[src/rtl/imem_loader.sv]
// Byte-stream boot loader: parses an A5-framed image, writes it word by word
// into instruction memory and releases the CPU once the checksum matches.
//
// state    | meaning
// ---------+--------------------------------------------------------------
// IDLE     | waiting for the 0xA5 magic byte, other bytes dropped
// COUNT_HI | next byte is the high byte of the word count
// COUNT_LO | next byte is the low byte of the word count
// DATA     | collecting the 4 bytes (MSB first) of the next word
// WRITE    | one-cycle write strobe to memory, input stalled
// CHECK    | next byte is the XOR checksum of the payload
// DONE     | image verified, CPU released, 0xA5 restarts a load
// ERROR    | overflow or bad checksum, CPU held, 0xA5 restarts a load
module imem_loader #(
  parameter int                    ADDR_WIDTH = 32,
  parameter logic [ADDR_WIDTH-1:0] BASE_ADDR  = '0,
  parameter int                    MAX_WORDS  = 256
) (
  input  logic                  clock,
  input  logic                  reset,
  input  logic [7:0]            in_data,
  input  logic                  in_valid,
  output logic                  in_ready,
  output logic                  mem_write_enabled,
  output logic [ADDR_WIDTH-1:0] mem_input_address,
  output logic [31:0]           mem_input_data,
  output logic                  cpu_hold,
  output logic                  done,
  output logic                  err_checksum,
  output logic                  err_overflow,
  output logic [15:0]           words_loaded
);

  localparam logic [7:0]            MAGIC     = 8'hA5;
  localparam logic [15:0]           MAX_N     = 16'(MAX_WORDS);
  localparam logic [ADDR_WIDTH-1:0] ADDR_STEP = ADDR_WIDTH'(4);

  typedef enum logic [2:0] {
    S_IDLE, S_COUNT_HI, S_COUNT_LO, S_DATA, S_WRITE, S_CHECK, S_DONE, S_ERROR
  } state_t;

  state_t      state, state_next;
  logic        accept;
  logic        is_magic;
  logic [7:0]  count_hi;
  logic [15:0] count;
  logic [15:0] n_full;
  logic [15:0] wl_inc;
  logic [23:0] word_sr;
  logic [7:0]  xor_acc;
  logic [1:0]  byte_idx;

  assign accept   = in_valid && in_ready;
  assign is_magic = (in_data == MAGIC);
  assign n_full   = {count_hi, in_data};
  assign wl_inc   = words_loaded + 16'd1;

  // State register.
  always_ff @(posedge clock or negedge reset) begin
    if (!reset) state <= S_IDLE;
    else        state <= state_next;
  end

  // Next-state decode; only WRITE advances without a consumed byte.
  always_comb begin
    state_next = state;
    case (state)
      S_IDLE, S_DONE, S_ERROR: if (accept && is_magic) state_next = S_COUNT_HI;
      S_COUNT_HI: if (accept) state_next = S_COUNT_LO;
      S_COUNT_LO: begin
        if (accept) begin
          if (n_full > MAX_N)       state_next = S_ERROR;
          else if (n_full == 16'd0) state_next = S_CHECK;
          else                      state_next = S_DATA;
        end
      end
      S_DATA:  if (accept && byte_idx == 2'd3) state_next = S_WRITE;
      S_WRITE: state_next = (wl_inc == count) ? S_CHECK : S_DATA;
      S_CHECK: begin
        if (accept) state_next = (in_data == xor_acc) ? S_DONE : S_ERROR;
      end
      default: state_next = S_IDLE;
    endcase
  end

  // Registered ready: low only while the write strobe is on the bus.
  always_ff @(posedge clock or negedge reset) begin
    if (!reset) in_ready <= 1'b0;
    else        in_ready <= (state_next != S_WRITE);
  end

  // Datapath: word assembly, checksum, memory port and status flags.
  always_ff @(posedge clock or negedge reset) begin
    if (!reset) begin
      mem_write_enabled <= 1'b0;
      mem_input_address <= BASE_ADDR;
      mem_input_data    <= 32'd0;
      cpu_hold          <= 1'b1;
      done              <= 1'b0;
      err_checksum      <= 1'b0;
      err_overflow      <= 1'b0;
      words_loaded      <= 16'd0;
      count_hi          <= 8'd0;
      count             <= 16'd0;
      word_sr           <= 24'd0;
      xor_acc           <= 8'd0;
      byte_idx          <= 2'd0;
    end else begin
      mem_write_enabled <= 1'b0;
      case (state)
        S_IDLE, S_DONE, S_ERROR: begin
          if (accept && is_magic) begin
            done              <= 1'b0;
            err_checksum      <= 1'b0;
            err_overflow      <= 1'b0;
            words_loaded      <= 16'd0;
            xor_acc           <= 8'd0;
            byte_idx          <= 2'd0;
            cpu_hold          <= 1'b1;
            mem_input_address <= BASE_ADDR;
          end
        end
        S_COUNT_HI: if (accept) count_hi <= in_data;
        S_COUNT_LO: begin
          if (accept) begin
            count    <= n_full;
            byte_idx <= 2'd0;
            if (n_full > MAX_N) err_overflow <= 1'b1;
          end
        end
        S_DATA: begin
          if (accept) begin
            word_sr  <= {word_sr[15:0], in_data};
            xor_acc  <= xor_acc ^ in_data;
            byte_idx <= byte_idx + 2'd1;
            if (byte_idx == 2'd3) begin
              mem_write_enabled <= 1'b1;
              mem_input_data    <= {word_sr, in_data};
            end
          end
        end
        S_WRITE: begin
          words_loaded      <= (words_loaded == MAX_N) ? words_loaded : wl_inc;
          mem_input_address <= mem_input_address + ADDR_STEP;
        end
        S_CHECK: begin
          if (accept) begin
            if (in_data == xor_acc) begin
              done     <= 1'b1;
              cpu_hold <= 1'b0;
            end else begin
              err_checksum <= 1'b1;
            end
          end
        end
        default: ;
      endcase
    end
  end

endmodule

[config.mk]
export PLATFORM = sky130hd
export DESIGN_NAME = imem_loader
export DESIGN_NICKNAME = d
export VERILOG_FILES = /design/src/rtl/imem_loader.sv
export SDC_FILE = /design/constraint.sdc
export NUM_CORES = 1
export LEC_CHECK = 0
export CAP_MARGIN = 15
export CORE_MARGIN = 10
export CORE_UTILIZATION = 35
export CTS_CLUSTER_DIAMETER = 40
export DETAILED_ROUTE_END_ITERATION = 10
export PLACE_DENSITY = 0.66
export SYNTH_ARGS = -nofsm -noshare
export SYNTH_HDL_FRONTEND = slang
export SYNTH_SLANG_ARGS = --single-unit
[constraint.sdc]
create_clock -name clock -period 2.1 [get_ports clock]
set_input_delay 0.42 -clock clock [delete_from_list [all_inputs] [get_ports clock]]
set_output_delay 0.42 -clock clock [all_outputs]
set_load 0.02 [all_outputs]
==> flow_summary.yaml <==
clock_network:
  clockRootBuffer: "clkbuf_16"
  cts_max_path_buffers: 2
  cts_tree: "done"
  htree_num_levels: 4
  clock_latency_ns: 0.42
  cts_inserted_buffers: 17
  clkTransAtPathRegs_ns: 0.06
  cts.sinks: 145
synthesis:
  avgSynthCellArea_um2: 9.76
  async_reset_ff_share_pct: 100
  yosysSeqAreaShare_pct: 51.6
  syn_area_mm2: 0.00704
  synth_flop_cell: "dfrtp_1"
  synth-warning-count: 0
  synth-edff-count: 0
  ys_ff_latch: 145
  netlist_instances: 721
  synthDistinctLibCells: 59
drt:
  drt-initial-drc-count: 337
  wire_per_inst_um: 16.4
  drc: 0
  ant_nets: 0
  via_count: 5861
  totalWireLength_mm: 19.0
  vias_per_cell: 5.06
  first_pass_iters: 5
worst_setup_path:
  path_class: "flop to flop"
  critPathCaptureType: "flop"
  crit_start: "words_loaded[1]$_DFFE_PN0P_"
  rrSetupSlack_ns: -0.007
  crit_required_ns: 2.38
  reg2reg_depth: 8
  cp_max_fo: 7
  crit_arrival_ns: 2.39
  rr_startpoint: "words_loaded[1]$_DFFE_PN0P_"
  startpoint_type: "flop"
  r2r-end: "state[1]$_DFF_PN0_"
timing:
  finalCritPeriodShare_pct: 100
  final_hold_viol_count: 0
  period_needed_ns: 2.11
  slew_viol_final: 0
  whs_ns: 0.467
  rsz0062_at_grt: "yes"
  max_freq_mhz: 475
  setup_violations: 2
  fin_skew_ns: 0.00950
  setup_ws_ns: -0.00721
place:
  gp_routability_congestion: 0.839
  dp.cells: 1119
  dpl.hpwl_mm: 13.6
  io_buffers: 94
global_routing:
  grt_max_degree: 44
  grt_pass1_wl_mm: 31.3
  grt_overflow: 0
  antenna_found_initial: 2
  grt_pass1_vias: 5798
  grt_usage_pct: 14.6
floorplanning:
  rows: 51
  die_w_um: 162
  core_area_mm2: 0.0197
  die_h_um: 162
  start_util_pct: 35.8
  pin_count: 97
  die_area_mm2: 0.0262
cells_and_area:
  fin_cells: 1158
  n_fill_cell: 1839
  multiInputGateArea_mm2: 0.00322
  seq_area_mm2: 0.00363
  syn2layout_area_growth_pct: 35.5
  drive_above_1_share_pct: 21.7
  fin_nets: 895
outcome:
  violations: "negative setup slack"
  outcome: "finished, violations left"
hold_path:
  hp-class: "flop to flop"
  hold_end: "err_checksum$_DFFE_PN0P_"
  hold_depth: 2
  min_from: "err_checksum$_DFFE_PN0P_"
job:
  maxCapViolations: 0
pwr:
  power.total_uw: 13900
  power.density_mw_per_mm2: 1460
  peakVddDrop_uv: 799
  p_leak_uw: 0.00428
## flip-flops by register name (all words and copies together), names as in the netlist, 2 cells and up
signal	flops
count_hi	8
mem_input_data	32
mem_input_address	30
state	3
words_loaded	16
byte_idx	2
count	16
word_sr	24
xor_acc	8
## stage by stage
step,setup TNS [ns],setup slack [ns],instance area [µm²],util (%)
floorplan,0,0.0256,7050,-
global placement,-15.09,-0.325,8830,44.9
detailed placement,-18.70,-0.376,8830,44.9
CTS,-0.0385,-0.0385,9450,48.1
global route,-0.786,-0.156,9540,48.6
finish,-0.00899,-0.00721,9540,48.6
## synth_stat cells, types with 5 or more instances
cell	count	area share [%]
a21oi_1	11	0.78
a31oi_1	12	1.1
and3_1	9	0.80
buf_2	15	1.1
clkbuf_1	28	1.5
dfrtp_1	144	51
inv_1	12	0.64
mux2_2	51	8.2
mux2i_1	6	0.85
nand2_1	163	8.7
nand3_1	22	1.6
nand4_1	16	1.4
nor2_1	27	1.4
nor3_1	11	0.78
nor4_1	10	0.89
o211ai_1	5	0.53
o21ai_0	64	4.5
o31ai_1	10	1.1
xnor2_1	11	1.4
xor2_1	21	2.6
## logic make-up (layout without fill, tap and decap cells)
| group | after synthesis | after routing | share of synthesized area [%] |
|---|---|---|---|
| and+or+nand+nor | 297 | 297 | 20.3 |
| DFF | 145 | 145 | 51.6 |
| AOI/OAI and AO/OA | 124 | 124 | 10.6 |
| buffers and inverters | 60 | 230 | 3.63 |
| muxes | 57 | 57 | 9.01 |
| xor gates and xnor gates | 33 | 33 | 4.21 |
| adders and majority gates | 4 | 4 | 0.711 |
| other | 1 | 3 | 0.0533 |
## per-layer routing
metal,up-vias,part of all wire [%],GRT usage [%]
li1,2848,-,-
met1,2838,45,18.7
met2,154,46,22.7
met3,19,7.7,5.38
met4,2,1.3,4.26
met5,-,0.11,0
## cell usage in the layout (no fill, tap or decap), types with 4 or more instances in the layout
cell             count
a21oi_1             10
o21ai_0             64
nand2_1            163
nor2b_1              4
nor2_1              27
ha_1                 4
dfrtp_1            143
and2_1               4
clkdlybuf4s50_1     91
o31ai_1             10
clkinv_2             4
xnor2_1             11
nand3_1             21
nor3_1              10
and3_1               9
o211ai_1             5
a31oi_1             12
inv_1               12
clkbuf_16           17
nor4_1               7
buf_12               6
a21o_1               4
nand2b_1             4
mux2_2              51
mux2i_1              6
buf_4               85
nand4_1             16
xor2_1              21
## what timing repair did
action,CTS,global route
buffers inserted,2,3
gates cloned,0,1
pin swaps,1,5
hold endpoints to repair,39,0
setup endpoints to repair,9,41
resized for setup,1,15
hold buffers,1,0
## report_power, final
group	leakage, µW	switching, µW	internal [µW]
clock	0.000291	1220	1870
combinational	0.00223	3010	2800
sequential	0.00175	1070	3950
## worst max path at each step
stage	endpoint	slack, ns	cells after the start
finish	state[1]$_DFF_PN0_	-0.007	8
global route	words_loaded[12]$_DFFE_PN0P_	-0.16	11
CTS	state[1]$_DFF_PN0_	-0.04	6
detailed placement	words_loaded[11]$_DFFE_PN0P_	-0.38	8
global placement	words_loaded[8]$_DFFE_PN0P_	-0.32	8
floorplan	mem_input_data[19]$_DFFE_PN0P_	0.03	8
## worst max-delay path, cell delays in order (launching register included)
cell and delay, ns:
dfrtp_2 0.36, ha_1 0.21, nand3_4 0.13, buf_4 0.19, nor3_2 0.23, mux2_2 0.18, o21ai_0 0.11, nor4_2 0.43
a21oi_1 0.12
## cell type report
class                           count  share of cell area [%]
Multi-Input combinational cell    517                    33.8
Clock buffer                       18                    4.50
Sequential cell                   145                    38.0
Inverter                           13                   0.511
Clock inverter                     13                    1.69
Antenna cell                        1                  0.0262
Timing Repair Buffer              186                    18.0
Tap cell                          265                    3.47
(Power assumes the default switching activity.)
==> RTL change 1, RTL diff (config.mk and constraints unchanged) <==
Register the output `err_overflow` once more, cleared by the reset; this adds one clock of latency there. The other outputs are not delayed to match.
--- a/src/rtl/imem_loader.sv
+++ b/src/rtl/imem_loader.sv
@@ -40,2 +40,4 @@
   } state_t;
+
+  logic err_overflow_s0;
 
@@ -100,3 +102,3 @@
       err_checksum      <= 1'b0;
-      err_overflow      <= 1'b0;
+      err_overflow_s0   <= 1'b0;
       words_loaded      <= 16'd0;
@@ -114,3 +116,3 @@
             err_checksum      <= 1'b0;
-            err_overflow      <= 1'b0;
+            err_overflow_s0   <= 1'b0;
             words_loaded      <= 16'd0;
@@ -127,3 +129,3 @@
             byte_idx <= 2'd0;
-            if (n_full > MAX_N) err_overflow <= 1'b1;
+            if (n_full > MAX_N) err_overflow_s0 <= 1'b1;
           end
@@ -160,2 +162,10 @@
 
+  always_ff @(posedge clock or negedge reset) begin
+    if (!reset) begin
+      err_overflow <= '0;
+    end else begin
+      err_overflow <= err_overflow_s0;
+    end
+  end
+
 endmodule
Formal check against the unedited RTL: not equivalent (Yosys sat finds a counterexample within 10 cycles, from zero or initial values and one cycle with reset low).
==> RTL change 1 against the unedited design <==
- the run still ends with negative setup slack left
- worst setup slack lost 0.069 ns
- total power down 0.52%
- cell area up 2.5%
- hold slack got worse by 0.097 ns
- sequential cell count rose by 1
- wire length up 2.1%
- area after synthesis up 1.1%
- sequential power down 1%
- first-iteration DRC count rose by 12%
- critical path type unchanged
==> RTL change 1: results (changes against the unedited design) <==
compound-cell area share of the yosys netlist -> 10.6% (+0.061 points)
CLK BUF -> 19 (+1)
vias in the first global route -> 5959 (+2.8%)
register area share after synthesis -> 51.3% (-0.21 points)
Post-Route Hold Slack -> 0.370 ns (-0.0967 ns)
Register-to-Register Path Depth -> 10 (+2)
Hold WC Path Type -> reg2reg
Worst Hold Path Cells -> 0 (-2)
largest net degree at the start of global routing -> 55 (+25%)
hold endpoint -> err_overflow
warning count from the yosys run -> 0 (unchanged)
synthesis-stage register bit count -> 146 (+0.69%)
violations in the final reports -> negative setup slack
final layout net count -> 896 (+0.11%)
# fillers -> 1826 (-0.71%)
register fraction of the total cell area -> 37.5% (-0.54 points)
unique cell type count in the Yosys netlist -> 62 (+5.1%)
number of antenna violations at the first check in global routing -> 0 (-2)
CP startpoint -> words_loaded[0]
non-clock buffer area fraction after layout -> 19.0% (+0.98 points)
multi-input combinational area share -> 34.0% (+0.23 points)
synth top area cells -> sky130_fd_sc_hd__dfrtp_1 51%, sky130_fd_sc_hd__mux2_2 9.3%, sky130_fd_sc_hd__nand2_1 7.3%
setup skew after layout -> 0.00913 ns (-0.000363 ns)
critical hold path startpoint -> err_overflow_s0
multi-input logic cell count -> 505 (-2.3%)
fraction of final layout cells with drive strength greater than 1 -> 26.9% (+5.1 points)
Worst R2R End -> state[2]
IR Drop Worst-Case VDD -> 0.000673 V (-16%)
xor/xnor share of the synthesized area -> 3.57% (-0.64 points)
Max H-tree Level -> 4 (unchanged)
Final setup violation count -> 2 (unchanged)
post-CTS clock slew at the launch and capture registers of the worst setup and hold paths -> 0.06 ns (about the same)
DP HPWL -> 13.8 mm (+1.2%)
instance area after placement -> 9040 µm² (+2.4%)
Worst EP arrival -> 2.53 ns (+0.14 ns)
clk_lat worst skew -> 0.42 ns (about the same)
mux cell area share after synthesis -> 10.9% (+1.9 points)
arithmetic-cell share of the synthesized area counting full adders, half adders and majority gates -> 0.879% (+0.17 points)
result of the run -> finished with violations
Final GP Congestion -> 0.901 (+7.3%)
global-route wire length before repair -> 31.6 mm (+0.97%)
router iterations before antenna repair -> 4 (-1)
static power due to leakage -> 4.45 nW (+4.2%)
Setup Slack @ Placement -> -0.323 ns (+0.0528 ns)
top cells by instance count after synthesis -> 145 x sky130_fd_sc_hd__dfrtp_1, 138 x sky130_fd_sc_hd__nand2_1, 62 x sky130_fd_sc_hd__o21ai_0
final wirelength -> 19.4 mm (+2.1%)
count of buffers not belonging to the clock network in the layout -> 202 (+8.6%)
Vias/cell -> 5.12 (+1.1%)
post-route setup slack -> -0.0760 ns (-0.0688 ns)
n_diodes -> 0 (-1)
total of cells resized after clock tree synthesis -> 24 (+23)
number of setup buffers added after CTS -> 5 (+3)
Clock-cell share -> 5.77% (-0.42 points)
cell with the largest stage delay on the worst path -> sky130_fd_sc_hd__dfrtp_2
layout inverter count without the clock tree -> 8 (-5)
critical-path maximum fanout -> 4 (-3)
Inserted Clock Buffers -> 17 (unchanged)
total global-route track usage -> 14.8% (+0.15 points)
Iter 0 DRT Violations -> 376 (+12%)
RTL change 1: cell types whose count changed after synthesis, moves of 5 or more:
cell | unedited run | this run
sky130_fd_sc_hd__a21oi_1 | 11 | 16
sky130_fd_sc_hd__buf_2 | 15 | 6
sky130_fd_sc_hd__mux2_2 | 51 | 59
sky130_fd_sc_hd__mux2i_1 | 6 | 11
sky130_fd_sc_hd__nand2_1 | 163 | 138
sky130_fd_sc_hd__nand3_1 | 22 | 28
sky130_fd_sc_hd__nand4_1 | 16 | 8
sky130_fd_sc_hd__o31ai_1 | 10 | 3
sky130_fd_sc_hd__xor2_1 | 21 | 15
RTL change 1: layer usage:
layer  global-route usage, %  up-vias  wire [µm]
met4                    4.02        0        215
met3                    5.16       18       1420
met5                       0        -          0
met1                    18.6     2964       8660
li1                        -     2839          -
met2                    23.7      132       9150
RTL change 1: worst max-delay path by stage:
| stage | endpoint | slack (ns) |
|---|---|---|
| global route | state[2] | -0.17 |
| detailed placement | done | -0.32 |
| global placement | state[1] | -0.30 |
| CTS | words_loaded[10] | 0.0003 |
| floorplan | state[2] | 0.009 |
| finish | state[2] | -0.08 |
RTL change 1: per-stage QoR:
step	std cells	TNS (ns)	utilization, %
2_1_floorplan	699	0	-
3_3_place_gp	1124	-12.87	45.0
3_5_place_dp	1124	-14.41	45.0
4_1_cts	1162	0	48.4
5_1_grt	1163	-0.676	48.6
6_report	1163	-0.139	48.6
RTL change 1: power breakdown:
group / internal [mW] / total [mW] / switching, mW / leakage, nW
clock: 1.69 / 2.89 / 1.20 / 0.283
sequential: 3.85 / 4.96 / 1.11 / 1.79
combinational: 2.96 / 5.99 / 3.03 / 2.38
==> RTL change 2, RTL diff (config.mk and constraints unchanged) <==
Without the edit above. Change the parameter `MAX_WORDS` from 256 to 192.
--- a/src/rtl/imem_loader.sv
+++ b/src/rtl/imem_loader.sv
@@ -16,3 +16,3 @@
   parameter logic [ADDR_WIDTH-1:0] BASE_ADDR  = '0,
-  parameter int                    MAX_WORDS  = 256
+  parameter int                    MAX_WORDS  = 192
 ) (
Check against the original RTL: not equivalent (Yosys sat finds a counterexample within 10 cycles, from zero or initial values and one cycle with reset low).
==> RTL change 2 against the unedited design <==
- the run still ends with negative setup slack left
- area after synthesis is 1.9% lower
- cell area is 0.51% lower
- sequential cell count stayed put
- synthesized cell count is 12% lower
- worst setup slack worse by 0.17 ns
- total power hardly changed
- wire length is 5.3% lower
- largest cell class unchanged
==> RTL change 2: results (changes against the unedited design) <==
grt met2 use -> 21.5% (-1.2 points)
final layout net count -> 817 (-8.7%)
post-route setup slack -> -0.173 ns (-0.165 ns)
total of cells resized after clock tree synthesis -> 16 (+15)
maximum single-stage delay on the critical path -> 0.45 ns (+0.02 ns)
number of buffers inserted by port buffering -> 94 (unchanged)
Final GP Congestion -> 0.825 (-1.8%)
violations in the final reports -> negative setup slack
vias in the first global route -> 5608 (-3.3%)
number of hold-repair buffers added at the cts stage -> 1 (unchanged)
largest net degree at the start of global routing -> 46 (+4.5%)
Final setup violation count -> 17 (+15)
Iter 0 DRT Violations -> 254 (-25%)
IR Drop Worst-Case VDD -> 0.00109 V (+37%)
wire length on met1 -> 8.31 mm (-3.4%)
static power due to leakage -> 4.14 nW (-3.2%)
met1 Usage GRT -> 18.3% (-0.44 points)
router iterations before antenna repair -> 5 (unchanged)
number of setup buffers added after CTS -> 6 (+4)
warning count from the yosys run -> 0 (unchanged)
result of the run -> finished with violations
Top Family by Delay on Critical Path -> simple AND/OR/NAND/NOR gates
Max H-tree Level -> 4 (unchanged)
DP HPWL -> 13.0 mm (-4.4%)
final wirelength -> 18.0 mm (-5.3%)
n_diodes -> 0 (-1)
met3 demand-to-capacity share in global routing -> 5.60% (+0.21 points)
critical-path maximum fanout -> 5 (-2)
number of antenna violations at the first check in global routing -> 0 (-2)
setup skew after layout -> 0.00878 ns (-0.000715 ns)
sum of met3 wire segment lengths after detailed routing -> 1.25 mm (-14%)
Worst EP arrival -> 2.57 ns (+0.18 ns)
fraction of final layout cells with drive strength greater than 1 -> 29.0% (+7.2 points)
async set-or-reset flop fraction in the synthesized netlist -> 100% (unchanged)
met2 wirelength from detailed routing -> 8.35 mm (-4.2%)
biggest regs -> mem_input_data x32, mem_input_address x30, word_sr x24
register area share after synthesis -> 52.6% (+1.0 points)
synth top area cells -> sky130_fd_sc_hd__dfrtp_1 52%, sky130_fd_sc_hd__mux2_2 13%, sky130_fd_sc_hd__nand2_1 3.1%
buffer levels on the longest clock path -> 2 (unchanged)
instance area after placement -> 8720 µm² (-1.3%)
global-route wire length before repair -> 29.8 mm (-4.7%)
total global-route track usage -> 14.0% (-0.60 points)
cell chosen for the clock root -> sky130_fd_sc_hd__clkbuf_16
unique cell type count in the Yosys netlist -> 55 (-6.8%)
switch share -> 37.2% (-0.89 points)
uppermost layer routed -> met4
top cells by instance count after synthesis -> 144 x sky130_fd_sc_hd__dfrtp_1, 82 x sky130_fd_sc_hd__mux2_2, 57 x sky130_fd_sc_hd__nand2_1
Hold WC Path Type -> in2async
overall via count from detail_route -> 5518 (-5.9%)
most frequently used flop master after synthesis -> sky130_fd_sc_hd__dfrtp_1
cell with the largest stage delay on the worst path -> sky130_fd_sc_hd__dfrtp_2
number of remaining DRC errors -> 0 (unchanged)
-- RTL change 2: path summary, 6_finish.rpt --
path	from	cells past startpoint	endpoint	slack, ns
worst min-delay path	reset	2	word_sr[6]	0.46
max in group asynchronous	reset	3	mem_input_data[2]	0.98
worst max register to register	words_loaded[1]	9	state[1]	-0.17
worst max-delay path	words_loaded[1]	9	state[1]	-0.17
worst min register to register	cpu_hold	2	cpu_hold	0.47
min in group clock	cpu_hold	2	cpu_hold	0.47
-- RTL change 2: power by group through the flow --
stage                     combinational (mW)  clock (mW)  sequential (mW)
after detailed placement                5.88           0             5.01
after global routing                    6.60        3.11             5.18
after floorplan                         2.75           0             5.52
after CTS                               6.01        2.98             4.98
final                                   6.04        2.89             4.98
after global placement                  5.81           0             4.97
-- RTL change 2: stage by stage --
stage	util [%]	hold WS (ns)	setup TNS, ns	instances	setup slack (ns)
detailed placement	44.8	0.347	-13.63	1037	-0.435
global route	48.8	0.484	-3.35	1080	-0.255
floorplan	-	0.124	-3.17	633	-0.236
global placement	44.8	0.350	-13.26	1037	-0.396
CTS	48.2	0.455	-1.19	1076	-0.100
finish	48.8	0.458	-1.37	1080	-0.173
-- RTL change 2: layout make-up --
type / instances / area, µm²
inverter: 13 / 48.8
timing repair buffer: 184 / 1700
multi-input combinational: 441 / 3220
sequential: 145 / 3630
fill: 1787 / 9970
clock buffer: 18 / 429
clock inverter: 14 / 131
tap: 265 / 332
-- RTL change 2: logic make-up after synthesis --
| group | Yosys count | synth area share, % |
|---|---|---|
| other cells | 1 | 0.0543 |
| simple gates | 200 | 15.2 |
| buf+inv | 47 | 2.90 |
| compound gates | 121 | 10.9 |
| flops | 145 | 52.6 |
| xor+xnor | 20 | 2.54 |
| fa+ha+maj | 4 | 0.725 |
| mux | 94 | 15.1 |
